[config.mk]
export PLATFORM = sky130hd
export DESIGN_NAME = axum_bus_arb
export DESIGN_NICKNAME = d
export VERILOG_FILES = /design/src/rtl/axum_bus_arb.sv
export SDC_FILE = /design/constraint.sdc
export NUM_CORES = 1
export LEC_CHECK = 0
export CORE_AREA = 3 3 339 341
export DETAILED_ROUTE_END_ITERATION = 10
export DIE_AREA = 0 0 342 344
export SLEW_MARGIN = 25
export SYNTH_ARGS = -nofsm -noshare
export SYNTH_HDL_FRONTEND = slang
export SYNTH_SLANG_ARGS = --single-unit
[constraint.sdc]
create_clock -name clk_i -period 3.8 [get_ports clk_i]
set_input_delay 0.38 -clock clk_i [delete_from_list [all_inputs] [get_ports clk_i]]
set_output_delay 0.38 -clock clk_i [all_outputs]
set_load 0.05 [all_outputs]
[src/rtl/axum_bus_arb.sv]
// axum_bus_arb: multi-host / multi-device data-bus interconnect.
// Round-robin host arbitration, base/mask decode with an internal error
// response for unmapped addresses, and a per-transaction response timeout.
// One transaction is outstanding at a time.

// Per-device address match: one instance per device port.
module axum_bus_arb_dec_lane #(
  parameter int unsigned AddressWidth = 32
) (
  input  logic [AddressWidth-1:0] addr_i,
  input  logic [AddressWidth-1:0] base_i,
  input  logic [AddressWidth-1:0] mask_i,
  output logic                    match_o
);
  assign match_o = ((addr_i & mask_i) == base_i);
endmodule

module axum_bus_arb #(
  parameter int unsigned NrHosts       = 2,
  parameter int unsigned NrDevices     = 4,
  parameter int unsigned DataWidth     = 32,
  parameter int unsigned AddressWidth  = 32,
  parameter int unsigned TimeoutCycles = 255
) (
  input  logic                                      clk_i,
  input  logic                                      rst_i,
  input  logic [NrHosts-1:0]                        host_req_i,
  output logic [NrHosts-1:0]                        host_gnt_o,
  input  logic [NrHosts-1:0][AddressWidth-1:0]      host_addr_i,
  input  logic [NrHosts-1:0]                        host_we_i,
  input  logic [NrHosts-1:0][DataWidth/8-1:0]       host_be_i,
  input  logic [NrHosts-1:0][DataWidth-1:0]         host_wdata_i,
  output logic [NrHosts-1:0]                        host_rvalid_o,
  output logic [NrHosts-1:0][DataWidth-1:0]         host_rdata_o,
  output logic [NrHosts-1:0]                        host_err_o,
  output logic [NrDevices-1:0]                      device_req_o,
  output logic [NrDevices-1:0][AddressWidth-1:0]    device_addr_o,
  output logic [NrDevices-1:0]                      device_we_o,
  output logic [NrDevices-1:0][DataWidth/8-1:0]     device_be_o,
  output logic [NrDevices-1:0][DataWidth-1:0]       device_wdata_o,
  input  logic [NrDevices-1:0]                      device_rvalid_i,
  input  logic [NrDevices-1:0][DataWidth-1:0]       device_rdata_i,
  input  logic [NrDevices-1:0]                      device_err_i,
  input  logic [NrDevices-1:0][AddressWidth-1:0]    cfg_device_addr_base,
  input  logic [NrDevices-1:0][AddressWidth-1:0]    cfg_device_addr_mask
);
  localparam int unsigned HW   = (NrHosts > 1) ? $clog2(NrHosts) : 1;
  localparam int unsigned DVW  = (NrDevices > 1) ? $clog2(NrDevices) : 1;
  // Keep the counter at least one bit wide so TimeoutCycles=0 still elaborates.
  localparam int unsigned CntW = (TimeoutCycles > 0) ? $clog2(TimeoutCycles + 1) : 1;
  localparam logic [CntW-1:0] TO_CNT = CntW'(TimeoutCycles);

  typedef enum logic {IDLE, WAIT} state_e;

  state_e          state_q, state_d;
  logic [HW-1:0]   owner_q, owner_d, last_q, last_d;
  logic [DVW-1:0]  dev_q, dev_d;
  logic            miss_q, miss_d;
  logic [CntW-1:0] cnt_q, cnt_d;

  logic            any_req;
  logic [HW-1:0]   sel;
  logic [NrDevices-1:0] match;
  logic            hit;
  logic [DVW-1:0]  dev_sel;

  // Round-robin pick: first requester at or after last_granted+1.
  always_comb begin
    any_req = 1'b0;
    sel     = '0;
    for (int i = 0; i < NrHosts; i++) begin
      int idx;
      idx = (int'(last_q) + 1 + i) % NrHosts;
      if (!any_req && host_req_i[HW'(idx)]) begin
        any_req = 1'b1;
        sel     = HW'(idx);
      end
    end
  end

  // Decode the candidate host's address against every device window.
  for (genvar d = 0; d < NrDevices; d++) begin : g_dec
    axum_bus_arb_dec_lane #(.AddressWidth(AddressWidth)) u_lane (
      .addr_i  (host_addr_i[sel]),
      .base_i  (cfg_device_addr_base[d]),
      .mask_i  (cfg_device_addr_mask[d]),
      .match_o (match[d])
    );
  end

  // Priority on overlapping windows: lowest device index wins.
  always_comb begin
    hit     = 1'b0;
    dev_sel = '0;
    for (int d = NrDevices - 1; d >= 0; d--) begin
      if (match[d]) begin
        hit     = 1'b1;
        dev_sel = DVW'(d);
      end
    end
  end

  // Next-state and outputs; everything is forced low while reset is held.
  always_comb begin
    state_d        = state_q;
    owner_d        = owner_q;
    dev_d          = dev_q;
    miss_d         = miss_q;
    last_d         = last_q;
    cnt_d          = cnt_q;
    host_gnt_o     = '0;
    host_rvalid_o  = '0;
    host_rdata_o   = '0;
    host_err_o     = '0;
    device_req_o   = '0;
    device_addr_o  = '0;
    device_we_o    = '0;
    device_be_o    = '0;
    device_wdata_o = '0;
    if (!rst_i) begin
      case (state_q)
        IDLE: begin
          if (any_req) begin
            host_gnt_o[sel] = 1'b1;
            if (hit) begin
              device_req_o[dev_sel]   = 1'b1;
              device_addr_o[dev_sel]  = host_addr_i[sel];
              device_we_o[dev_sel]    = host_we_i[sel];
              device_be_o[dev_sel]    = host_be_i[sel];
              device_wdata_o[dev_sel] = host_wdata_i[sel];
            end
            owner_d = sel;
            dev_d   = dev_sel;
            miss_d  = !hit;
            last_d  = sel;
            cnt_d   = '0;
            state_d = WAIT;
          end
        end
        WAIT: begin
          if (miss_q) begin
            host_rvalid_o[owner_q] = 1'b1;
            host_err_o[owner_q]    = 1'b1;
            state_d                = IDLE;
          end else if (device_rvalid_i[dev_q]) begin
            // Device response takes priority over a coincident timeout.
            host_rvalid_o[owner_q] = 1'b1;
            host_rdata_o[owner_q]  = device_rdata_i[dev_q];
            host_err_o[owner_q]    = device_err_i[dev_q];
            state_d                = IDLE;
          end else if (TimeoutCycles != 0 && cnt_q == TO_CNT) begin
            host_rvalid_o[owner_q] = 1'b1;
            host_err_o[owner_q]    = 1'b1;
            state_d                = IDLE;
          end else begin
            cnt_d = cnt_q + 1'b1;
          end
        end
        default: state_d = IDLE;
      endcase
    end
  end

  // State registers; last_granted resets so host 0 wins first.
  always_ff @(posedge clk_i or posedge rst_i) begin
    if (rst_i) begin
      state_q <= IDLE;
      owner_q <= '0;
      dev_q   <= '0;
      miss_q  <= 1'b0;
      last_q  <= HW'(NrHosts - 1);
      cnt_q   <= '0;
    end else begin
      state_q <= state_d;
      owner_q <= owner_d;
      dev_q   <= dev_d;
      miss_q  <= miss_d;
      last_q  <= last_d;
      cnt_q   <= cnt_d;
    end
  end

endmodule

==> results of run 1 <==
## placed cells by master (no fill, tap or decap), drive strengths merged, types with 2 or more instances in the layout
| master | netlist | layout |
|---|---|---|
| buf | 41 | 633 |
| clkdlybuf4s50 | 0 | 537 |
| nor2 | 355 | 355 |
| mux2i | 93 | 93 |
| nand2 | 90 | 90 |
| and3 | 59 | 59 |
| a21oi | 58 | 58 |
| mux4 | 34 | 34 |
| mux2 | 33 | 33 |
| nand3 | 27 | 27 |
| a21o | 25 | 25 |
| nor3b | 25 | 25 |
| a21boi | 24 | 24 |
| o22a | 24 | 24 |
| xnor2 | 24 | 24 |
| a211oi | 24 | 24 |
| clkbuf | 21 | 19 |
| nand4 | 18 | 18 |
| diode | 0 | 14 |
| dfrtp | 13 | 13 |
| o2111ai | 8 | 8 |
| xor2 | 7 | 7 |
| inv | 5 | 5 |
| nor4 | 4 | 4 |
| nor3 | 2 | 2 |
| or4 | 2 | 2 |
| o21ai | 2 | 2 |
| and2 | 2 | 2 |
| nand2b | 2 | 2 |
## per-layer routing
layer	up-vias	share of wire, %	GRT usage (%)
met1	6439	44	20.2
met4	16	2.2	2.21
met5	-	0.099	0
met3	120	8.0	3.91
li1	5989	-	-
met2	747	46	24.2
## how the worst min path moves through the flow
| stage | start | end | slack, ps | depth (start not counted) |
|---|---|---|---|---|
| 6_report | rst_i | owner_q | 380 | 2 |
| 4_1_cts | rst_i | owner_q | 390 | 2 |
| 3_3_place_gp | cnt_q[6] | cnt_q[6] | 520 | 2 |
| 5_1_grt | rst_i | owner_q | 390 | 2 |
| 2_1_floorplan | rst_i | cnt_q[0] | 290 | 1 |
| 3_5_place_dp | cnt_q[6] | cnt_q[6] | 530 | 2 |
## power by group
part	internal (mW)	total (mW)	switching [mW]	leakage, nW
combinational	2.03	4.45	2.43	9.22
clock	0.159	0.217	0.0574	0.0442
sequential	0.192	0.252	0.0605	0.181
## cell families after synthesis
group	after synthesis	synth area share [%]
simple gates	588	37.4
compound gates	168	16.7
mux	160	31.2
buf+inv	67	5.49
xor+xnor	31	3.93
flops	14	5.10
fa+ha+maj	1	0.181
## stage by stage
stage | hold slack [ps] | setup TNS [ps] | power, mW | std cells | setup slack (ps)
4_1_cts | 385 | -148630 | 4.72 | 3623 | -693
5_1_grt | 393 | -150310 | 5.19 | 3661 | -720
3_5_place_dp | 532 | -310470 | 4.18 | 3583 | -1240
3_3_place_gp | 523 | -299670 | 4.17 | 3583 | -1230
2_1_floorplan | 293 | 0 | 1.90 | 1029 | 83.1
6_report | 377 | -115450 | 4.92 | 3670 | -613
## worst reg2reg max path: cells and delay by family, from the launching register on
kind                   cells  cell delay, ps
DFF                        1             550
AOI/OAI and AO/OA          4             500
buffers and inverters     12            1880
and+or+nand+nor            3             480
muxes                      1             320
## sequential cells by signal, summed over array words and instances, names as in the netlist
signal and cells:
cnt_q 8, dev_q 2, last_q 1, miss_q 1, owner_q 1, state_q 1
## final cells by class
class | instances | area [um2]
diodes | 14 | 35.0
clock buffers | 4 | 88.8
fillers | 12000 | 87600
inverters | 5 | 23.8
multi-input cells | 948 | 8260
flip-flops and latches | 14 | 353
well taps | 1500 | 1880
repair buffers | 1185 | 14000
## repair_timing
action                                  in CTS  in global routing
endpoints found under the setup margin     283                281
endpoints found under the hold margin        0                  0
resized for setup                          425                383
cloned                                       9                 18
pin swaps                                   21                 54
buffers inserted                            28                 28
hold buffers                                 0                  0
==> flow_summary.json, run 1 <==
{
  "vias_per_cell": 3.63,
  "path_depth": 17,
  "synth_seq_area_share_pct": 5.10,
  "tightest_slew_ps": 1410,
  "synth_top_flop_cell": "dfrtp_1",
  "clock_sinks": 14,
  "grt_antenna_before_repair": 40,
  "start_util_pct": 6.15,
  "firstDrtPassIters": 5,
  "die_width_um": 342,
  "failed_checks": "setup timing",
  "cts.path.max_buffers": 2,
  "crit_family": "buffers and inverters",
  "numCtsBuffers": 3,
  "fin_area_mm2": 0.0246,
  "drt-wirelength-per-cell_um": 27.2,
  "wl_mm": 99.6,
  "crit_buf_inv": 9,
  "num-nets-final": 2692,
  "drv_cap": 0,
  "ff2ff_path_depth": 20,
  "clk-insertion-delay-late_ps": 240,
  "synth_top_area_share_pct": 19.3,
  "setup_violations": 281,
  "synth_area_mm2": 0.00690,
  "r2r_end": "dev_q[0]",
  "clkTransAtPathRegs_ps": 40,
  "first_iter_violations": 615,
  "yosys_warnings": 0,
  "cp_max_fo": 8,
  "area_growth_pct": 256,
  "critPathKind": "reg -> out",
  "die_y_um": 344,
  "post-synth-top-count-cell": "nor2_1",
  "worstHoldPathType": "in -> async",
  "finalClockSkew_ps": 3.31,
  "synth_commonest_cells": "nor2_1 (355), nand2_1 (90), mux2i_1 (83), and3_1 (59), a21oi_1 (58)",
  "grt_max_degree": 53,
  "grt_pass1_vias": 13200,
  "dp_hpwl_mm": 83.3,
  "reg2reg_setup_slack_ps": -50,
  "critical_path_required_ps": 3420,
  "worstSetupEndpoint": "device_wdata_o[121]",
  "rsz0062_at_grt": "yes",
  "routabilityCongestion": 0.899,
  "r2r_start": "last_q",
  "grt_usage_pct": 14.9,
  "powerDensity_mw_per_mm2": 200,
  "synth_cell_types": 43,
  "max_freq_mhz": 227,
  "synthesis.nets": 1564,
  "cpPeakStageDelay_ps": 590,
  "place_area_mm2": 0.0205,
  "worstPathArrival_ps": 4030,
  "portBuffers": 882,
  "startpoint": "last_q",
  "ir_drop_mv": 0.182,
  "end_kind": "output port",
  "slowest_stage": "or4_4",
  "leakagePower_nw": 9.45,
  "synth_edf_count": 0,
  "period_needed_ps": 4410,
  "yosysTopAreaCell": "nor2_1",
  "relSlewSlack_pct": 3.13,
  "ant_nets": 0,
  "drcViolationCount": 0,
  "worst_slack_ps": -613,
  "ys_ff_latch": 14,
  "avgSynthCellArea_um2": 6.71,
  "grt-ovfl-total": 0,
  "maxSlewViolCount": 0,
  "startpoint_type": "register",
  "cts_tree": "yes",
  "final_core_util_pct": 21.9,
  "grt_pass1_wl_mm": 119,
  "crit_chain": "nor2b_4 > clkbuf_16 > buf_12 > buf_12 > mux2_4 > buf_6 > a21oi_1 > o22a_1 > nand4_1 > or4_4 > buf_6 > nand4_1 > buf_6 > buf_12 > clkbuf_16 > nor2_4 > buf_8",
  "coreArea_mm2": 0.112,
  "status": "finished with violations",
  "final_layout_size_suffix_gt1_share_pct": 47.6,
  "netlist_instances": 1029,
  "period_share_pct": 116,
  "h-tree-depth": 1,
  "dieArea_mm2": 0.118,
  "io_pins": 884,
  "via_count": 13300,
  "clock-root-buffer": "clkbuf_16",
  "async_flop_share_pct": 100,
  "rows": 123,
  "hold_violations": 0,
  "ys_top_cells_by_area": "nor2_1 (19%), mux2i_1 (12%), mux4_2 (11%)"
}
No activity file was read; power rests on OpenSTA's default activity.
==> run 2: changes to the inputs <==
Clock period 3.8 ns to 4.3 ns, I/O delays scaled along.
==> flow_summary.json, run 2 (synthesis results as in run 1) <==
{
  "ir_drop_mv": 0.137,
  "grt_antenna_before_repair": 42,
  "cp_max_fo": 8,
  "setup_violations": 9,
  "critPathKind": "reg -> out",
  "intPower_mw": 2.06,
  "critical_path_required_ps": 3870,
  "period_needed_ps": 4320,
  "reg_top3": "cnt_q: 8 flops, dev_q: 2 flops",
  "die_width_um": 342,
  "grt-ovfl-total": 0,
  "routabilityCongestion": 0.937,
  "max_freq_mhz": 231,
  "maxSlewViolCount": 0,
  "status": "finished with violations",
  "period_share_pct": 101,
  "seqPwrFrac_pct": 5.8,
  "clock-root-buffer": "clkbuf_16",
  "switching_share_pct": 50.1,
  "num-nets-final": 2635,
  "leakagePower_nw": 8.74,
  "regMostFlops": "cnt_q",
  "clk-insertion-delay-late_ps": 240,
  "layout_common_cells": "clkdlybuf4s50_1 (588), buf_4 (234), nor2_1 (216), buf_12 (177)",
  "hold_violations": 0,
  "clock_sinks": 14,
  "worstHoldPathType": "reg -> reg",
  "area_growth_pct": 222,
  "final_layout_size_suffix_gt1_share_pct": 38.7,
  "grt_usage_pct": 14.8,
  "die_y_um": 344,
  "ant_nets": 0,
  "tightest_slew_ps": 1100,
  "wl_mm": 97.2,
  "finalClockSkew_ps": 0.722,
  "relSlewSlack_pct": 24.6,
  "final_common_cell": "clkdlybuf4s50_1",
  "clkTransAtPathRegs_ps": 50,
  "drt-wirelength-per-cell_um": 26.9,
  "grt_pass1_wl_mm": 117,
  "cts_hold_buf": 0,
  "via_count": 13100,
  "drcViolationCount": 0,
  "worst_slack_ps": -23.2,
  "rows": 123,
  "worstPathArrival_ps": 3890,
  "powerDensity_mw_per_mm2": 186,
  "p_sw_mw": 2.06,
  "dp_hpwl_mm": 83.9,
  "failed_checks": "setup timing",
  "firstDrtPassIters": 5,
  "timing.hold.ws_ps": 542,
  "p_comb_share_pct": 89.5,
  "rsz0062_at_grt": "yes",
  "drv_cap": 0,
  "start_util_pct": 6.15,
  "first_iter_violations": 809,
  "io_pins": 884,
  "h-tree-depth": 1,
  "cts_tree": "yes",
  "grt_pass1_vias": 12900,
  "startpoint_type": "register",
  "power.share.clock_pct": 4.7,
  "largest_reg_flops": 8,
  "pre_cts_slack_ps": -768,
  "grt_max_degree": 53,
  "cts.path.max_buffers": 2,
  "coreArea_mm2": 0.112,
  "portBuffers": 882,
  "vias_per_cell": 3.62,
  "numCtsBuffers": 3,
  "dieArea_mm2": 0.118,
  "end_kind": "output port"
}
[run 2: cell types whose count changed in the layout (fill, tap and decap cells not counted), sizes merged]
cell           before  now
buf               633  531
clkbuf             19   13
clkdlybuf4s50     537  588
diode              14    9
[run 2: critical path, cell delays in order, from the launching register on]
cell and delay, ps:
dfstp_2 560, nor2b_4 60, buf_12 150, buf_12 160
mux2_4 340, a21o_1 200, a211oi_2 190, buf_4 150
nand4_1 220, buf_4 250, or4_4 480, nand4_1 170
buf_12 190, buf_12 150, buf_6 120, nor2_4 30
buf_6 190
[run 2: metrics by stage]
step	area (um2)	utilization [%]	total power, mW	TNS (ps)	cells
after floorplan	6900	-	1.68	0	1029
after global placement	20100	17.9	3.61	-176310	3542
after detailed placement	20100	17.9	3.63	-178840	3542
after CTS	21100	18.8	4.04	-13030	3566
after global routing	22200	19.8	4.37	-10970	3601
final	22200	19.8	4.12	-94.2	3608
[run 2: area by class of cell]
type / instances / area (um2)
diodes: 9 / 22.5
multi-input cells: 948 / 7030
inverters: 5 / 18.8
clock buffers: 4 / 88.8
flip-flops and latches: 14 / 353
well taps: 1500 / 1880
repair buffers: 1128 / 12800
fillers: 12400 / 90000
[run 2: per-layer routing]
metal  GRT usage (%)  vias up  share of wire, %
met1            20.1     6335                44
met3            3.79      121               7.8
met2            24.0      744                46
li1                -     5837                 -
met4            2.09       16               2.3
met5               0        -              0.10
[run 2: final timing paths]
check,from,end,slack (ps),cells past startpoint
worst max-delay path,last_q,device_addr_o[124],-20,16
worst min-delay path,cnt_q[4],cnt_q[4],540,2
worst max register to register,last_q,dev_q[0],680,19
worst min register to register,cnt_q[4],cnt_q[4],540,2
max in group asynchronous,rst_i,dev_q[0],3450,3
min in group asynchronous,rst_i,last_q,640,2
[run 2: power by group through the flow]
stage | clock network, mW | logic [mW] | registers [mW]
after CTS | 0.196 | 3.60 | 0.240
after floorplan | 0 | 1.48 | 0.198
after detailed placement | 0 | 3.38 | 0.245
final | 0.192 | 3.69 | 0.239
after global routing | 0.199 | 3.92 | 0.248
after global placement | 0 | 3.37 | 0.244
[run 2: timing repair]
action,CTS,global route
setup buffers,20,29
resized for setup,195,190
gates cloned,3,11
pin swaps,17,27
setup endpoints to repair,280,264
==> run 3: changes to the inputs <==
Settings changed: MAX_ROUTING_LAYER set to met4.
==> flow_summary.json, run 3 (synthesis results as in run 1) <==
{
  "io_pins": 884,
  "reg_top3": "cnt_q: 8 flops, dev_q: 2 flops",
  "largest_reg_flops": 8,
  "wl_mm": 102,
  "status": "finished with violations",
  "seqPwrFrac_pct": 5.7,
  "startpoint": "last_q",
  "cp_max_fo": 8,
  "leakagePower_nw": 9.18,
  "finalClockSkew_ps": 0.856,
  "numCtsBuffers": 3,
  "clk-insertion-delay-late_ps": 240,
  "die_width_um": 342,
  "clock_sinks": 14,
  "grt_usage_pct": 16.1,
  "ff2ff_path_depth": 12,
  "num-nets-final": 2663,
  "coreArea_mm2": 0.112,
  "slowest_stage": "dfstp_2",
  "power.share.clock_pct": 4.2,
  "fin_area_mm2": 0.0242,
  "final_layout_size_suffix_gt1_share_pct": 44.1,
  "portBuffers": 882,
  "p_sw_mw": 2.21,
  "first_iter_violations": 722,
  "end_kind": "output port",
  "pre_cts_slack_ps": -961,
  "cpPeakStageDelay_ps": 560,
  "period_needed_ps": 4450,
  "crit_chain": "nor2b_4 > clkbuf_16 > buf_12 > buf_8 > mux2_4 > buf_6 > buf_4 > a21oi_1 > o22a_1 > nand4_1 > buf_6 > or4_4 > nand4_1 > buf_6 > buf_12 > buf_16 > nor2_4 > buf_6",
  "dp_hpwl_mm": 84.1,
  "via_count": 13200,
  "max_freq_mhz": 225,
  "place_area_mm2": 0.0201,
  "crit_path_frequent_cell": "buf_6",
  "drcViolationCount": 0,
  "ant_nets": 0,
  "setup_violations": 140,
  "ir_drop_mv": 0.178,
  "grt_antenna_before_repair": 34,
  "firstDrtPassIters": 5,
  "vias_per_cell": 3.63,
  "rows": 123,
  "powerDensity_mw_per_mm2": 178,
  "worst_slack_ps": -150,
  "final_core_util_pct": 21.6,
  "cts.path.max_buffers": 2,
  "clock-root-buffer": "clkbuf_16",
  "cts_tree": "yes",
  "clkTransAtPathRegs_ps": 50,
  "finalSetupTns_ps": -11900,
  "layout_common_cells": "clkdlybuf4s50_1 (588), buf_4 (192), nor2_4 (189), buf_12 (181), buf_6 (131)",
  "die_y_um": 344,
  "grt-ovfl-total": 0,
  "maxSlewViolCount": 0,
  "critical_path_required_ps": 3870,
  "finalNonFillerCells": 3644,
  "r2r_start": "last_q",
  "grt_pass1_wl_mm": 123,
  "startpoint_type": "register",
  "dp_cells": 3542,
  "period_share_pct": 103,
  "switching_share_pct": 51.4,
  "drt-wirelength-per-cell_um": 27.9,
  "hold_violations": 0,
  "critPathKind": "reg -> out",
  "tightest_slew_ps": 1290,
  "dieArea_mm2": 0.118,
  "intPower_mw": 2.09,
  "grt_max_degree": 53,
  "start_util_pct": 6.15,
  "rsz0062_at_grt": "yes",
  "drv_cap": 0,
  "worstPathArrival_ps": 4020,
  "p_comb_share_pct": 90.2,
  "worstHoldPathType": "in -> async",
  "final_common_cell": "clkdlybuf4s50_1",
  "h-tree-depth": 1,
  "grt_pass1_vias": 13200,
  "failed_checks": "setup timing",
  "regMostFlops": "cnt_q",
  "relSlewSlack_pct": 11.3,
  "routabilityCongestion": 0.934,
  "area_growth_pct": 251
}
## run 3: cell count changes in the layout (fill, tap and decap cells not counted), moves of 18 or more
cell | previous run | this run
nor2_1 | 216 | 115
buf_4 | 234 | 192
nor2_4 | 27 | 189
nor2_2 | 112 | 51
buf_8 | 6 | 33
buf_6 | 112 | 131
buf_16 | 2 | 20
## run 3: repair_timing
action / CTS / global route
cloned: 15 / 12
buffers inserted: 40 / 25
pin swaps: 31 / 38
setup endpoints to repair: 282 / 280
hold buffers: 0 / 0
resized for setup: 364 / 384
## run 3: area by class of cell
type / count / area [um2]
Antenna cell: 17 / 42.5
Fill cell: 12100 / 88000
Sequential cell: 14 / 353
Multi-Input combinational cell: 948 / 8100
Inverter: 5 / 23.8
Timing Repair Buffer: 1156 / 13700
Clock buffer: 4 / 78.8
Tap cell: 1500 / 1880
## run 3: worst max-delay path: cells and delay by family (launching register included)
kind,cells,cell delay (ps)
compound gates,2,310
buf+inv,10,1640
flops,1,560
mux,1,350
simple gates,5,860
## run 3: path summary, 6_finish.rpt
| kind | endpoint | slack, ps |
|---|---|---|
| setup / recovery | device_wdata_o[112] | -150 |
| hold / removal | owner_q | 420 |
| setup reg to reg | miss_q | 770 |
| hold reg to reg | cnt_q[6] | 530 |
| max in group asynchronous | dev_q[0] | 3470 |
| min in group clk_i | cnt_q[6] | 530 |
## run 3: routing by layer
metal / share of wire (%) / vias up / routed length [um] / GRT usage [%]
met5: 0 / - / 0 / -
met4: 2.3 / 0 / 2350 / 2.90
met3: 6.7 / 112 / 6790 / 3.45
met2: 46 / 739 / 47300 / 25.3
met1: 45 / 6446 / 45400 / 21.3
li1: - / 5939 / - / -
## run 3: through the flow
stage / total power, mW / hold slack (ps)
after CTS: 4.17 / 421
after detailed placement: 3.62 / 524
final: 4.30 / 420
after global routing: 4.56 / 450
after global placement: 3.61 / 518
after floorplan: 1.68 / 343
## run 3: power by group through the flow
stage	Combinational, mW	Clock, mW	Sequential [mW]
floorplan	1.48	0	0.198
global placement	3.37	0	0.246
detailed placement	3.37	0	0.247
CTS	3.74	0.184	0.242
global route	4.12	0.189	0.252
finish	3.88	0.179	0.243
